`src/rtl/led_scheduler_if.sv`:
```
// led_scheduler_if: requester/LED bus between on-chip requesters and the LED scheduler
interface led_scheduler_if #(
    parameter int NREQ = 4
);
    logic [NREQ-1:0]   REQ;
    logic [2*NREQ-1:0] MODE;
    logic [NREQ-1:0]   GRANT;
    logic              LED;
    logic              USBPU;

    modport master (output REQ, MODE, input GRANT, LED, USBPU);
    modport slave (input REQ, MODE, output GRANT, LED, USBPU);
endinterface

```
`src/rtl/led_scheduler.sv`:
```
// led_scheduler: round-robin sharing of the single user LED with a minimum time
// slice per owner, a dark gap between owners and per-requester blink modes.
// Build macro PIN1_OVERRIDE_EN adds a PIN_1 button input (active-low, synchronised)
// that forces the LED on while pressed without touching arbitration.
module led_scheduler #(
    parameter int NREQ        = 4,
    parameter int TICK_DIV    = 16000,
    parameter int SLICE_TICKS = 1000,
    parameter int GAP_TICKS   = 200,
    parameter int SLOW_HALF   = 500,
    parameter int FAST_HALF   = 100
) (
    input  logic CLK,
    input  logic RST_N,
`ifdef PIN1_OVERRIDE_EN
    input  logic PIN_1,
`endif
    led_scheduler_if.slave bus
);
    localparam int IW = $clog2(NREQ);
    localparam int PW = (TICK_DIV > 1) ? $clog2(TICK_DIV) : 1;
    localparam int SW = (SLICE_TICKS > 0) ? $clog2(SLICE_TICKS + 1) : 1;
    localparam int GW = (GAP_TICKS > 0) ? $clog2(GAP_TICKS + 1) : 1;
    localparam int LW = (SLOW_HALF > 1) ? $clog2(SLOW_HALF) : 1;
    localparam int FW = (FAST_HALF > 1) ? $clog2(FAST_HALF) : 1;

    localparam logic [1:0] S_IDLE = 2'd0;
    localparam logic [1:0] S_OWN  = 2'd1;
    localparam logic [1:0] S_GAP  = 2'd2;

    logic [1:0]      state_q, state_d;
    logic [IW-1:0]   own_q, own_d;
    logic [IW-1:0]   ptr_q, ptr_d;
    logic [PW-1:0]   pre_q, pre_d;
    logic [SW-1:0]   slice_q, slice_d;
    logic [GW-1:0]   gap_q, gap_d;
    logic [LW-1:0]   slow_cnt_q, slow_cnt_d;
    logic [FW-1:0]   fast_cnt_q, fast_cnt_d;
    logic            slow_on_q, slow_on_d;
    logic            fast_on_q, fast_on_d;
    logic [NREQ-1:0] grant_q, grant_d;
    logic            led_q, led_d;
`ifdef PIN1_OVERRIDE_EN
    logic            pin_meta_q, pin_meta_d;
    logic            pin_sync_q, pin_sync_d;
`endif

    logic            tick;
    logic            pick_vld;
    logic [IW-1:0]   pick_idx;
    logic [IW-1:0]   cand;
    logic            enter;
    logic            own_req;
    logic            contender;
    logic            leave;
    logic [1:0]      mode_sel;
    logic            blink_on;

    // Free-running prescaler; tick pulses on the last count of each period.
    always_comb begin
        tick  = pre_q == PW'(TICK_DIV - 1);
        pre_d = tick ? '0 : pre_q + 1'b1;
    end

    // Round-robin search from ptr; the requester nearest to ptr wins.
    always_comb begin
        pick_vld = 1'b0;
        pick_idx = '0;
        cand     = '0;
        for (int k = NREQ - 1; k >= 0; k--) begin
            cand = IW'((int'(ptr_q) + k) % NREQ);
            if (bus.REQ[cand]) begin
                pick_vld = 1'b1;
                pick_idx = cand;
            end
        end
    end

    // Ownership FSM with slice, gap and blink-phase counters.
    always_comb begin
        state_d    = state_q;
        own_d      = own_q;
        ptr_d      = ptr_q;
        slice_d    = slice_q;
        gap_d      = gap_q;
        slow_cnt_d = slow_cnt_q;
        slow_on_d  = slow_on_q;
        fast_cnt_d = fast_cnt_q;
        fast_on_d  = fast_on_q;
        enter      = 1'b0;
        own_req    = bus.REQ[own_q];
        contender  = |(bus.REQ & ~(NREQ'(1) << own_q));
        leave      = !own_req || (slice_q == SW'(SLICE_TICKS) && contender);
        if (state_q == S_IDLE) begin
            enter = pick_vld;
        end else if (state_q == S_OWN) begin
            if (tick) begin
                slice_d    = (slice_q == SW'(SLICE_TICKS)) ? slice_q : slice_q + 1'b1;
                slow_cnt_d = (slow_cnt_q == LW'(SLOW_HALF - 1)) ? '0 : slow_cnt_q + 1'b1;
                slow_on_d  = slow_on_q ^ (slow_cnt_q == LW'(SLOW_HALF - 1));
                fast_cnt_d = (fast_cnt_q == FW'(FAST_HALF - 1)) ? '0 : fast_cnt_q + 1'b1;
                fast_on_d  = fast_on_q ^ (fast_cnt_q == FW'(FAST_HALF - 1));
            end
            if (leave) begin
                state_d = S_GAP;
                gap_d   = '0;
                ptr_d   = (own_q == IW'(NREQ - 1)) ? '0 : own_q + 1'b1;
            end
        end else begin
            gap_d = (tick && gap_q != GW'(GAP_TICKS)) ? gap_q + 1'b1 : gap_q;
            if (gap_q == GW'(GAP_TICKS)) begin
                state_d = S_IDLE;
                enter   = pick_vld;
            end
        end
        if (enter) begin
            state_d    = S_OWN;
            own_d      = pick_idx;
            slice_d    = '0;
            slow_cnt_d = '0;
            slow_on_d  = 1'b1;
            fast_cnt_d = '0;
            fast_on_d  = 1'b1;
        end
    end

    // GRANT and LED are registered from the next owner and its live mode.
    always_comb begin
        grant_d  = (state_d == S_OWN) ? NREQ'(1) << own_d : '0;
        mode_sel = bus.MODE[{own_d, 1'b0} +: 2];
        blink_on = (mode_sel == 2'b00) ? 1'b1 :
                   (mode_sel == 2'b01) ? slow_on_d :
                   (mode_sel == 2'b10) ? fast_on_d : 1'b0;
        led_d    = (state_d == S_OWN) && blink_on;
`ifdef PIN1_OVERRIDE_EN
        pin_meta_d = PIN_1;
        pin_sync_d = pin_meta_q;
        led_d      = led_d || !pin_sync_q;
`endif
    end

    // State registers; RST_N low clears everything immediately.
    always_ff @(posedge CLK or negedge RST_N) begin
        if (!RST_N) begin
            state_q    <= S_IDLE;
            own_q      <= '0;
            ptr_q      <= '0;
            pre_q      <= '0;
            slice_q    <= '0;
            gap_q      <= '0;
            slow_cnt_q <= '0;
            slow_on_q  <= 1'b0;
            fast_cnt_q <= '0;
            fast_on_q  <= 1'b0;
            grant_q    <= '0;
            led_q      <= 1'b0;
`ifdef PIN1_OVERRIDE_EN
            pin_meta_q <= 1'b1;
            pin_sync_q <= 1'b1;
`endif
        end else begin
            state_q    <= state_d;
            own_q      <= own_d;
            ptr_q      <= ptr_d;
            pre_q      <= pre_d;
            slice_q    <= slice_d;
            gap_q      <= gap_d;
            slow_cnt_q <= slow_cnt_d;
            slow_on_q  <= slow_on_d;
            fast_cnt_q <= fast_cnt_d;
            fast_on_q  <= fast_on_d;
            grant_q    <= grant_d;
            led_q      <= led_d;
`ifdef PIN1_OVERRIDE_EN
            pin_meta_q <= pin_meta_d;
            pin_sync_q <= pin_sync_d;
`endif
        end
    end

    assign bus.GRANT = grant_q;
    assign bus.LED   = led_q;
    assign bus.USBPU = 1'b0;
endmodule

```
`src/flat_wrapper.sv`:
```
// flat-port wrapper written by rule: the top's interface ports become plain ports
module led_scheduler_flat 
#(
    parameter int NREQ        = 4,
    parameter int TICK_DIV    = 16000,
    parameter int SLICE_TICKS = 1000,
    parameter int GAP_TICKS   = 200,
    parameter int SLOW_HALF   = 500,
    parameter int FAST_HALF   = 100
)
  (CLK, RST_N, bus_REQ, bus_MODE, bus_GRANT, bus_LED, bus_USBPU);
  led_scheduler_if #(.NREQ(NREQ)) bus_i ();
  input  logic CLK;
  input  logic RST_N;
  input wire logic [$bits(bus_i.REQ)-1:0] bus_REQ;
  input wire logic [$bits(bus_i.MODE)-1:0] bus_MODE;
  output wire logic [$bits(bus_i.GRANT)-1:0] bus_GRANT;
  output wire logic [$bits(bus_i.LED)-1:0] bus_LED;
  output wire logic [$bits(bus_i.USBPU)-1:0] bus_USBPU;
  assign bus_i.REQ = bus_REQ;
  assign bus_i.MODE = bus_MODE;
  assign bus_GRANT = bus_i.GRANT;
  assign bus_LED = bus_i.LED;
  assign bus_USBPU = bus_i.USBPU;
  led_scheduler #(.NREQ(NREQ), .TICK_DIV(TICK_DIV), .SLICE_TICKS(SLICE_TICKS), .GAP_TICKS(GAP_TICKS), .SLOW_HALF(SLOW_HALF), .FAST_HALF(FAST_HALF)) u_core (.CLK(CLK), .RST_N(RST_N), .bus(bus_i));
endmodule
```
`config.mk`:
```
export PLATFORM = sky130hd
export DESIGN_NAME = led_scheduler_flat
export DESIGN_NICKNAME = d
export VERILOG_FILES = /design/src/rtl/led_scheduler_if.sv /design/src/rtl/led_scheduler.sv /design/src/flat_wrapper.sv
export SDC_FILE = /design/constraint.sdc
export NUM_CORES = 1
export LEC_CHECK = 0
export BUFFER_PORTS_ARGS = -buffer_cell sky130_fd_sc_hd__buf_4
export CORE_AREA = 2 2 77 79
export CTS_CLUSTER_SIZE = 30
export DETAILED_ROUTE_END_ITERATION = 8
export DIE_AREA = 0 0 79 81
export PLACE_DENSITY = 0.81
export SETUP_SLACK_MARGIN = 0.4
export SKIP_CTS_REPAIR_TIMING = 1
export SLEW_MARGIN = 20
export SYNTH_ARGS = -nofsm -noshare
export SYNTH_HDL_FRONTEND = slang
export SYNTH_SLANG_ARGS = --single-unit
```
`constraint.sdc`:
```
create_clock -name CLK -period 7.1 [get_ports CLK]
set_input_delay 0.71 -clock CLK [delete_from_list [all_inputs] [get_ports CLK]]
set_output_delay 0.71 -clock CLK [all_outputs]
set_load 0.05 [all_outputs]
```
Yosys cells after proc, flatten, opt, wreduce, memory -nomap -nowiden --
Index checks and enable logic that the tools add are counted.
Storage, ports and cells: output and inout port bits 6, input bits 14, flip-flop bits (word level) 61, logic and storage cells 122
Operators by class: order comparisons 5, equal/unequal tests 14, $add $sub $neg 9, multiplexer cells 59, reductions and logical operators 15, shifts and indexed selects 3, bitwise gates (word level) 5
Operator list (number):
- two-way mux 10 bit | 5
- two-way mux 9 bit | 5
- two-way mux 7 bit | 5
- two-way mux 8 bit | 3
- two-way mux 1 bit | 23
- two-way mux 2 bit | 11
- less-than comparator 2 x 3 -> 1 bit (second input constant) | 5
- adder 14 x 1 -> 14 bit (second input constant) | 1
- == test 14 bit (second input constant) | 1
- two-way mux 14 bit | 1
- adder 10 x 1 -> 10 bit (second input constant) | 1
- binary-select mux 1 bit (select 2 bit) | 5
- == test 10 bit (second input constant) | 1
- adder 9 x 1 -> 9 bit (second input constant) | 1
- == test 9 bit (second input constant) | 1
- AND reduction 3 bit | 3
- adder 8 x 1 -> 8 bit (second input constant) | 1
- == test 8 bit (second input constant) | 1
- != test 8 bit (second input constant) | 1
- variable part select 8 x 4 -> 2 bit | 1
- left shift 1 x 2 -> 4 bit (first input constant) | 2
- adder 7 x 1 -> 7 bit (second input constant) | 1
- == test 7 bit (second input constant) | 1
- == test 2 x 1 -> 1 bit (second input constant) | 3
- 16 further kinds | 27

Longest topological paths before layout --
Gate-level depths: netlist of the first run.
depth in word-level cells 17, depth in mapped cells 11

Worst setup path after synthesis of the first run --
Ideal clock, no wire load.
path kind input to register, start input bus_REQ[0], end register u_core.led_q, in the netlist u_core.bus.LED, setup time 134 ps, arrival time 2396 ps, setup slack 4571 ps, path buffers 1, stages 9, data required time 6966 ps, path through nor4_2 -> nor4_1 -> or2_1 -> buf_2 -> mux2i_1 -> inv_1 -> or2_0 -> o221ai_1 -> a21oi_1
Between the ends: longest elaborated chain between the ends 16, elaborated cells on any way between the ends 42, those cells by class eq/ne (3); shift (1); mux (31); bitwise (1); reduce/logical (6)
Ends and longest elaborated chain:
- start: declaration | RTL line flat_wrapper.sv:15 | input wire logic [$bits(bus_i.REQ)-1:0] bus_REQ;
- binary-select mux 1 bit (select 2 bit) | RTL line led_scheduler.sv:72 | if (bus.REQ[cand]) begin
- two-way mux 1 bit (implied by the code) | RTL line led_scheduler.sv:72
- two-way mux 1 bit (4 in a row) | RTL line led_scheduler.sv:72
- two-way mux 1 bit | RTL line led_scheduler.sv:111 | if (gap_q == GW'(GAP_TICKS)) begin
- two-way mux 1 bit | RTL line led_scheduler.sv:96 | end else if (state_q == S_OWN) begin
- two-way mux 1 bit | RTL line led_scheduler.sv:94 | if (state_q == S_IDLE) begin
- two-way mux 2 bit * | RTL line led_scheduler.sv:116 | if (enter) begin
- net u_core.own_d[1] | RTL line led_scheduler.sv:32 | logic [IW-1:0] own_q, own_d;
- variable part select 8 x 4 -> 2 bit * | RTL line led_scheduler.sv:130 | mode_sel = bus.MODE[{own_d, 1'b0} +: 2];
- == test 2 bit | RTL line led_scheduler.sv:133 | (mode_sel == 2'b10) ? fast_on_d : 1'b0;
- two-way mux 1 bit | RTL line led_scheduler.sv:133
- two-way mux 1 bit | RTL line led_scheduler.sv:132 | (mode_sel == 2'b01) ? slow_on_d :
- two-way mux 1 bit * | RTL line led_scheduler.sv:131 | blink_on = (mode_sel == 2'b00) ? 1'b1 :
- logical AND 1 bit * | RTL line led_scheduler.sv:134 | led_d = (state_d == S_OWN) && blink_on;
- net u_core.led_d | RTL line led_scheduler.sv:42 | logic led_q, led_d;
- end signal: assignment | RTL line led_scheduler.sv:173 | led_q <= led_d;
- end: declaration | RTL line led_scheduler.sv:42
Mark *: on every way through the listed nets, which the timed path passes. The rest lies on a longest branch. The select of a mux whose other input is x is not followed. A chain may end at the register's enable or synchronous reset.

Final worst setup path of the first run --
start register u_core.gap_q[0], end register u_core.led_q, in the netlist u_core.bus.LED
Between the ends: longest elaborated chain between the ends 11, elaborated cells on any way between the ends 20, those cells by class eq/ne (4); shift (1); mux (13); reduce/logical (2)
Ends and longest elaborated chain:
- start: declaration | RTL line led_scheduler.sv:36 | logic [GW-1:0] gap_q, gap_d;
- start signal: assignment | RTL line led_scheduler.sv:167 | gap_q <= gap_d;
- == test 8 bit * | RTL line led_scheduler.sv:111
- two-way mux 1 bit * | RTL line led_scheduler.sv:111
- two-way mux 1 bit * | RTL line led_scheduler.sv:96
- two-way mux 1 bit * | RTL line led_scheduler.sv:94
- two-way mux 2 bit * | RTL line led_scheduler.sv:116
- net u_core.own_d[1] | RTL line led_scheduler.sv:32
- variable part select 8 x 4 -> 2 bit * | RTL line led_scheduler.sv:130
- == test 2 bit | RTL line led_scheduler.sv:133
- two-way mux 1 bit | RTL line led_scheduler.sv:133
- two-way mux 1 bit | RTL line led_scheduler.sv:132
- two-way mux 1 bit * | RTL line led_scheduler.sv:131
- logical AND 1 bit * | RTL line led_scheduler.sv:134
- net u_core.led_d | RTL line led_scheduler.sv:42
Mark *: on every way through the listed nets, which the timed path passes. The rest lies on a longest branch.

==> results of run 1 <==
routing by layer:
layer	wire [um]	vias up	GRT usage [%]
met1	2940	1232	28.0
met2	3380	36	40.4
met5	0	-	0
met4	46	0	9.66
li1	-	1268	-
met3	186	4	5.78
critical path: stages (launching register included):
cell and delay (ps):
dfrtp_1 400, inv_1 100, ha_1 150, nand3b_1 110, nor4_1 400, or2_1 810
mux2i_1 470, inv_1 180, or2_0 260, o221ai_1 180, a21oi_1 100
per-stage QoR:
stage	setup WS [ps]	total power [W]
2_1_floorplan	4570	0.000371
3_3_place_gp	3870	0.000387
3_5_place_dp	3680	0.000388
4_1_cts	3870	0.000643
5_1_grt	3460	0.000660
6_report	3800	0.000634
cell usage in the layout (no fill, tap or decap), types with 11 or more instances in the layout:
master	instances
inv_1	18
a21oi_1	12
dfrtp_1	61
xor2_1	16
ha_1	11
buf_4	19
nand2_1	30
nor2_1	38
o21ai_0	22
nand3_1	17
power breakdown:
| part | switching (W) | leakage [nW] | total (W) | internal, W |
|---|---|---|---|---|
| Sequential | 0.00000183 | 0.755 | 0.000351 | 0.000349 |
| Clock | 0.000124 | 0.0836 | 0.000253 | 0.000128 |
| Combinational | 0.0000189 | 0.797 | 0.0000308 | 0.0000119 |
| Total | 0.000145 | 1.64 | 0.000634 | 0.000489 |
cell families (layout without fill, tap and decap cells):
kind of cell    Yosys count  in the layout
mux                       7              7
xor+xnor                 25             25
compound gates           63             63
flops                    61             61
fa+ha+maj                11             11
other cells               1              1
buf+inv                  26             50
simple gates            149            149
path summary, 6_finish.rpt:
kind                                        end            startpoint  slack, ps
max                              u_core.bus.LED       u_core.gap_q[0]       3800
min                           u_core.slice_q[6]                 RST_N        450
max reg2reg                      u_core.bus.LED       u_core.gap_q[0]       3800
min reg2reg                u_core.slow_cnt_q[8]  u_core.slow_cnt_q[8]        490
max in group asynchronous       u_core.gap_q[6]                 RST_N       6160
min in group CLK           u_core.slow_cnt_q[8]  u_core.slow_cnt_q[8]        490
registers in the layout (all words and copies together), names as in the netlist:
| register | flops |
|---|---|
| u_core.pre_q | 14 |
| u_core.slice_q | 10 |
| u_core.slow_cnt_q | 9 |
| u_core.gap_q | 8 |
| u_core.fast_cnt_q | 7 |
| u_core.bus.GRANT | 4 |
| u_core.own_q | 2 |
| u_core.ptr_q | 2 |
| u_core.state_q | 2 |
| u_core.bus.LED | 1 |
| u_core.fast_on_q | 1 |
| u_core.slow_on_q | 1 |
area by class of cell:
cell class	instances	area, um^2
clock buffer	10	138
clock inverter	3	15.0
fill	474	2040
inverter	18	67.6
multi-input combinational	256	1650
sequential	61	1530
tap	75	93.8
timing repair buffer	19	143
==> impl_metrics.json, run 1 <==
{
  "run_status": "complete, no violations",
  "rsz0062_at_grt": "false",
  "synth_edf_count": 0,
  "path_class": "flip-flop to flip-flop",
  "path_clk_slew_ps": 70,
  "place_hpwl_um": 4460,
  "antenna_found_initial": 0,
  "cts_tree": "yes",
  "max_slew_margin_pct": 37.1,
  "synth_ff_type": "dfrtp_1",
  "clock_sinks": 61,
  "synth_xor_area_share_pct": 6.67,
  "synth_cell_types": 55,
  "die_w_um": 79,
  "dr_total_vias": 2540,
  "ir_drop_uv": 157,
  "place_inst": 429,
  "yosysTopAreaCell": "dfrtp_1",
  "fmax_ghz": 0.303,
  "fin_area_um2": 3630,
  "synth_compound_area_share_pct": 12.4,
  "yosys.area_share.simple_pct": 24.1,
  "antennaDiodeCount": 0,
  "start_util_pct": 57.8,
  "die_area_um2": 6400,
  "portBuffers": 18,
  "tightest_slew_ps": 944,
  "tns_ps": 0,
  "hold_path.class": "input port to asynchronous set/reset pin",
  "synth_area_um2": 3280,
  "first_global_vias": 2634,
  "synth_seq_cells": 61,
  "async_reset_ff_share_pct": 100,
  "grt_pass1_wl_um": 11500,
  "period_share_pct": 46.5,
  "leakage_nw": 1.64,
  "fin_skew_ps": 6.63,
  "rows": 28,
  "avgSynthCellArea_um2": 9.56,
  "clock_path_buffers": 2,
  "fin_cells": 442,
  "power_density_nw_per_um2": 174,
  "grt_overflow_total": 0,
  "arrival_ps": 3490,
  "crit_fanout": 27,
  "grt_max_degree": 62,
  "synth_nets": 368,
  "synth_top_area_share_pct": 46.5,
  "clock-root-buffer": "clkbuf_8",
  "h-tree-depth": 3,
  "synth_fa_ha_area_share_pct": 4.20,
  "cap_violations": 0,
  "io_pins": 20,
  "hold_viol_final": 0,
  "clk_latency_ps": 330,
  "critPathRequiredTime_ps": 7290,
  "synth_top_family_by_area": "simple AND/OR/NAND/NOR gates",
  "yosys-top-cells-area": "dfrtp_1 (47%), nor2_1 (4.3%), xor2_1 (4.3%), ha_1 (4.2%), nand2_1 (3.4%)",
  "drt_iter0_drc": 178,
  "setup_viol": 0,
  "fin_nets": 390,
  "gr-usage-all-layers_pct": 23.3,
  "ys_top_cells_by_count": "dfrtp_1 (61), nor2_1 (38), nand2_1 (30), o21ai_0 (22), inv_1 (18)",
  "post_dp_cell_area_um2": 3480,
  "worst_hold_slack_ps": 450,
  "ys_warn_count": 0,
  "drive_above_1_share_pct": 10.9,
  "detail-route-antenna-nets": 0,
  "yosysMostFrequentCell": "dfrtp_1",
  "via_per_inst": 5.75,
  "yosysSeqAreaShare_pct": 46.5,
  "cts_buffers": 9,
  "area_growth_pct": 10.8,
  "dieHeight_um": 81,
  "cp-start-kind": "flip-flop",
  "drt_pre_antenna_iters": 4,
  "utilization_pct": 64.0,
  "muxShareOfSynthArea_pct": 2.56,
  "crit_path_end_kind": "flip-flop",
  "drc": 0,
  "wl_per_cell_um": 14.8,
  "place_congestion": 0.869,
  "netlist_instances": 343,
  "wl_um": 6550,
  "period_needed_ps": 3300,
  "core-area_um2": 5680,
  "maxSlewViolCount": 0,
  "r2r_cells": 10
}
(Power assumes the default switching activity.)
==> run 2, diff against run 1 <==
CORE_AREA = 2 2 81 83   (was 2 2 77 79)
DIE_AREA = 0 0 83 85   (was 0 0 79 81)
PLACE_DENSITY = 0.77   (was 0.81)
clock period = 3 ns   (was 7.1 ns; I/O delays follow)
==> impl_metrics.json, run 2 (synthesized netlist as in run 1, its figures left out) <==
{
  "hold_path.class": "input port to asynchronous set/reset pin",
  "wl_met3_um": 205,
  "ir_drop_uv": 375,
  "cts_tree": "yes",
  "rsz0062_at_grt": "false",
  "arrival_ps": 2670,
  "core-area_um2": 6200,
  "via_per_inst": 5.68,
  "reg_top3": "u_core.pre_q (14), u_core.slice_q (10), u_core.slow_cnt_q (9)",
  "run_status": "complete, no violations",
  "place_hpwl_um": 4440,
  "cap_violations": 0,
  "fin_area_um2": 3780,
  "utilization_pct": 60.9,
  "fill_cells": 499,
  "setup_viol": 0,
  "largest-register": "u_core.pre_q",
  "path_class": "flip-flop to flip-flop",
  "mostFrequentLayoutCells": "dfrtp_1 (59), nor2_1 (38), nand2_1 (30)",
  "grt_max_degree": 62,
  "largest_register_ffs": 14,
  "r2r_end": "u_core.bus.LED",
  "critPathRequiredTime_ps": 3230,
  "gr-usage-all-layers_pct": 20.1,
  "maxSlewViolCount": 0,
  "grt_pass1_wl_um": 11500,
  "grt_overflow_total": 0,
  "dr_total_vias": 2567,
  "reg2reg_slack_ps": 560,
  "post_dp_cell_area_um2": 3510,
  "area_growth_pct": 15.2,
  "dieHeight_um": 85,
  "leakage_nw": 1.67,
  "crit_path_end_kind": "flip-flop",
  "drt_pre_antenna_iters": 4,
  "detail-route-antenna-nets": 0,
  "antennaDiodeCount": 0,
  "drt_iter0_drc": 102,
  "tns_ps": 0,
  "power_density_nw_per_um2": 455,
  "r2r_cells": 7,
  "cts_buffers": 9,
  "reg2reg_from": "u_core.pre_q[7]",
  "max_slew_margin_pct": 45.8,
  "clock_sinks": 61,
  "tightest_slew_ps": 805,
  "clock_path_buffers": 2,
  "path_clk_slew_ps": 80,
  "wl_met1_um": 2980,
  "crit_fanout": 8,
  "worst_hold_slack_ps": 0.760,
  "drc": 0,
  "cp-endpoint": "u_core.bus.LED",
  "clock-root-buffer": "clkbuf_8",
  "portBuffers": 18,
  "period_share_pct": 81.3,
  "topRoutingLayerUsed": "met4",
  "die_w_um": 83,
  "antenna_found_initial": 0,
  "wl_um": 6540,
  "ff_latch_area_um2": 1530,
  "io_pins": 20,
  "wl_per_cell_um": 14.5,
  "rows": 29,
  "hold_viol_final": 0,
  "multiInputGateArea_um2": 1680,
  "critPathLaunch": "u_core.pre_q[7]",
  "mostFrequentLayoutCell": "dfrtp_1",
  "fin_skew_ps": 12.9,
  "drive_above_1_share_pct": 14.4,
  "fin_nets": 395,
  "period_needed_ps": 2440,
  "die_area_um2": 7060,
  "clk_latency_ps": 350,
  "start_util_pct": 52.9,
  "cp-start-kind": "flip-flop",
  "fmax_ghz": 0.410,
  "h-tree-depth": 3,
  "place_congestion": 0.893,
  "dr_wl_met2_um": 3290,
  "first_global_vias": 2558
}
-- run 2: worst min-delay path by stage --
| stage | endpoint | slack (ps) |
|---|---|---|
| 2_1_floorplan | u_core.bus.GRANT[0] | 4 |
| 3_3_place_gp | u_core.slice_q[5] | 420 |
| 3_5_place_dp | u_core.slice_q[6] | 420 |
| 4_1_cts | u_core.slice_q[6] | 30 |
| 5_1_grt | u_core.slice_q[7] | 70 |
| 6_report | u_core.slice_q[4] | 0.8 |
-- run 2: worst max-delay path, stage by stage, from the launching register on --
cell       delay [ps]
dfrtp_2           460
nand4bb_4         300
or4_4             550
o21a_1            200
or3_1             350
or2_0             210
o221ai_1          170
a21oi_1            80
-- run 2: area by class of cell --
| cell class | count | area share, % |
|---|---|---|
| inverters | 18 | 1.79 |
| clock inverters | 7 | 2.65 |
| multi-input cells | 256 | 44.5 |
| clock buffers | 9 | 3.28 |
| flip-flops and latches | 61 | 40.5 |
| well taps | 77 | 2.55 |
| repair buffers | 24 | 4.77 |
-- run 2: per-stage QoR --
step	std cells	total power, W	worst slack [ps]
after floorplan	343	0.000879	617
after global placement	435	0.000918	501
after detailed placement	435	0.000918	421
after CTS	451	0.00174	410
after global routing	452	0.00179	400
final	452	0.00172	560
-- run 2: layer usage --
metal	GRT usage, %	vias up
li1	-	1279
met1	25.1	1246
met2	33.1	37
met3	6.81	5
met4	6.86	0
met5	0	-
-- run 2: power breakdown --
| group | leakage, nW | switching [W] | internal, W |
|---|---|---|---|
| sequential | 0.753 | 0.00000462 | 0.000825 |
| clock | 0.102 | 0.000347 | 0.000469 |
| combinational | 0.813 | 0.0000439 | 0.0000287 |
| total | 1.67 | 0.000396 | 0.00132 |
==> run 3, diff against run 2 <==
ABC_AREA = 1   (was unset)
CORE_AREA = 2 2 84 86   (was 2 2 81 83)
DIE_AREA = 0 0 86 88   (was 0 0 83 85)
PLACE_DENSITY = 0.78   (was 0.77)
clock period = 2 ns   (was 3 ns; I/O delays follow)
==> impl_metrics.json, run 3 <==
{
  "run_status": "complete, but fails checks",
  "violations": "setup timing",
  "path_common_cell": "nand2_2",
  "die_area_um2": 7570,
  "critPathRequiredTime_ps": 2280,
  "start_util_pct": 54.3,
  "synth_edf_count": 0,
  "drive_above_1_share_pct": 34.1,
  "cp-start-kind": "flip-flop",
  "mostFrequentLayoutCell": "nand2_1",
  "hold_path.class": "input port to flip-flop",
  "portBuffers": 18,
  "path_clk_slew_ps": 80,
  "synth_ff_type": "dfrtp_1",
  "yosysMostFrequentCell": "nand2_1",
  "clk_latency_ps": 350,
  "arrival_ps": 2410,
  "h-tree-depth": 3,
  "die_w_um": 86,
  "crit_fanout": 4,
  "crit_path_end_kind": "flip-flop",
  "fmax_ghz": 0.471,
  "synth_area_um2": 3610,
  "synth_cell_types": 41,
  "hold_viol_final": 0,
  "ys_top_cells_by_count": "nand2_1 (105), inv_1 (66), dfrtp_1 (61), nor2_1 (39)",
  "place_ws_ps": -48.0,
  "wl_per_cell_um": 14.9,
  "multiInputGateArea_um2": 2040,
  "io_pins": 20,
  "max_stage_delay_ps": 400,
  "via_per_inst": 5.44,
  "ys_warn_count": 0,
  "setup_viol": 3,
  "antennaDiodeCount": 0,
  "period_needed_ps": 2120,
  "avgSynthCellArea_um2": 7.81,
  "async_reset_ff_share_pct": 100,
  "yosysTopAreaCell": "dfrtp_1",
  "fin_ws_ps": -123,
  "max_slew_margin_pct": 48.7,
  "worst_hold_startpoint": "bus_MODE[7]",
  "place_congestion": 0.846,
  "fin_skew_ps": 11.4,
  "critPathLaunch": "u_core.gap_q[0]",
  "tightest_slew_ps": 770,
  "largest_register_ffs": 14,
  "path_class": "flip-flop to flip-flop",
  "wl_um": 9200,
  "reg2reg_from": "u_core.gap_q[0]",
  "first_global_vias": 2921,
  "synth_top_area_share_pct": 42.3,
  "grt_pass1_wl_um": 13200,
  "worstPathCellList": "inv_2, ha_4, inv_2, nor2_2, nand2_2, nand2_2, nand2_2, a21oi_4, nand3_1, nand2_2, nand3_1, nand2_1, nor2_1, nand2_1, inv_1, nor2_1",
  "grt_max_degree": 62,
  "clock_sinks": 61,
  "fill_cells": 481,
  "reg_top3": "u_core.pre_q (14), u_core.slice_q (10), u_core.slow_cnt_q (9)",
  "rsz0062_at_grt": "true",
  "rows": 30,
  "yosysSeqAreaShare_pct": 42.3,
  "clock-root-buffer": "clkbuf_8",
  "area_growth_pct": 31.7,
  "antenna_found_initial": 0,
  "cts_buffers": 9,
  "fin_cells": 619,
  "drc": 0,
  "fin_nets": 559,
  "worst_hold_slack_ps": 372,
  "period_share_pct": 106,
  "netlist_instances": 462,
  "place_hpwl_um": 5560,
  "maxSlewViolCount": 0,
  "slowest_stage": "dfrtp_1",
  "utilization_pct": 71.5,
  "cts_tree": "yes",
  "yosys-top-cells-area": "dfrtp_1 (42%), nand2_1 (11%), inv_1 (6.9%), nor2_1 (4.1%), ha_1 (3.8%)",
  "grt_overflow_total": 0,
  "core-area_um2": 6640,
  "mostFrequentLayoutCells": "nand2_1 (82), inv_1 (60), dfrtp_1 (59)",
  "ff_latch_area_um2": 1530,
  "dr_total_vias": 3369,
  "place_inst": 571,
  "synth_seq_cells": 61,
  "synth_nets": 487,
  "gr-usage-all-layers_pct": 22.1,
  "dieHeight_um": 88,
  "largest-register": "u_core.pre_q",
  "power_density_nw_per_um2": 550,
  "detail-route-antenna-nets": 0,
  "drt_pre_antenna_iters": 4,
  "ir_drop_uv": 310,
  "clock_path_buffers": 2,
  "cap_violations": 0,
  "drt_iter0_drc": 216,
  "leakage_nw": 2.37
}
==> run 3: cell count changes in the layout (fill, tap and decap cells not counted), moves of 8 or more <==
cell     previous run  this run
nor2_1             38        28
inv_1              18        60
or3_1               8         0
nand3_2             0         8
nor2_4              0         8
nand2_2             0        28
and3_1             10         1
buf_4              24        53
o21ai_0            22        14
inv_2               0        13
nor2_2              0         8
nand2_1            30        82
a21oi_1            12        22
==> run 3: report_power, final <==
part	switching [W]	total [W]	leakage (nW)	internal [W]
Clock	0.000548	0.00125	0.102	0.000705
Combinational	0.0000802	0.000125	1.52	0.0000444
Sequential	0.00000223	0.00124	0.749	0.00123
Total	0.000631	0.00261	2.37	0.00198
==> run 3: path summary, 6_finish.rpt <==
path | to | slack [ps] | depth (start not counted)
worst min-delay path | u_core.bus.LED | 370 | 8
worst max-delay path | u_core.bus.LED | -120 | 16
min in group asynchronous | u_core.pre_q[2] | 460 | 2
max in group asynchronous | u_core.ptr_q[0] | 980 | 2
worst max register to register | u_core.bus.LED | -120 | 16
worst min register to register | u_core.pre_q[10] | 510 | 1
==> run 3: layer usage <==
layer  vias to the layer above  GRT usage (%)  wire, um
met2                        97           35.7      4660
li1                       1636              -         -
met5                         -              0         0
met1                      1617           29.4      3970
met3                        19           4.62       390
met4                         0           8.51       178
==> run 3: worst max-delay path, delay by kind of cell (launching register included) <==
kind                       cells  cell delay [ps]
AOI/OAI and AO/OA              1              210
and+or+nand+nor               11             1140
buffers and inverters          3              180
adders and majority gates      1              140
DFF                            1              400
==> run 3: cell type report <==
| class | count | share of cell area (%) |
|---|---|---|
| Sequential cell | 61 | 32.2 |
| Multi-Input combinational cell | 321 | 43.0 |
| Tap cell | 80 | 2.11 |
| Inverter | 76 | 6.22 |
| Timing Repair Buffer | 65 | 11.8 |
| Clock inverter | 7 | 2.11 |
| Clock buffer | 9 | 2.61 |
==> run 3: logic make-up (layout without fill, tap and decap cells) <==
family | after synthesis | after routing | synth area share, %
XOR/XNOR | 14 | 14 | 3.40
flip-flops | 61 | 61 | 42.3
AND/OR/NAND/NOR | 223 | 223 | 29.8
adder cells (fa/ha/maj) | 11 | 11 | 3.82
AO/OA/AOI/OAI | 72 | 72 | 11.9
other | 1 | 1 | 0.104
buffers and inverters | 80 | 157 | 8.67
==> run 3: metrics by stage <==
stage | total power (W) | TNS [ps] | cell area, um^2
floorplan | 0.00131 | 0 | 3630
global placement | 0.00137 | 0 | 3950
detailed placement | 0.00137 | -256 | 3950
CTS | 0.00260 | -490 | 4180
global route | 0.00269 | -1510 | 4750
finish | 0.00261 | -177 | 4750
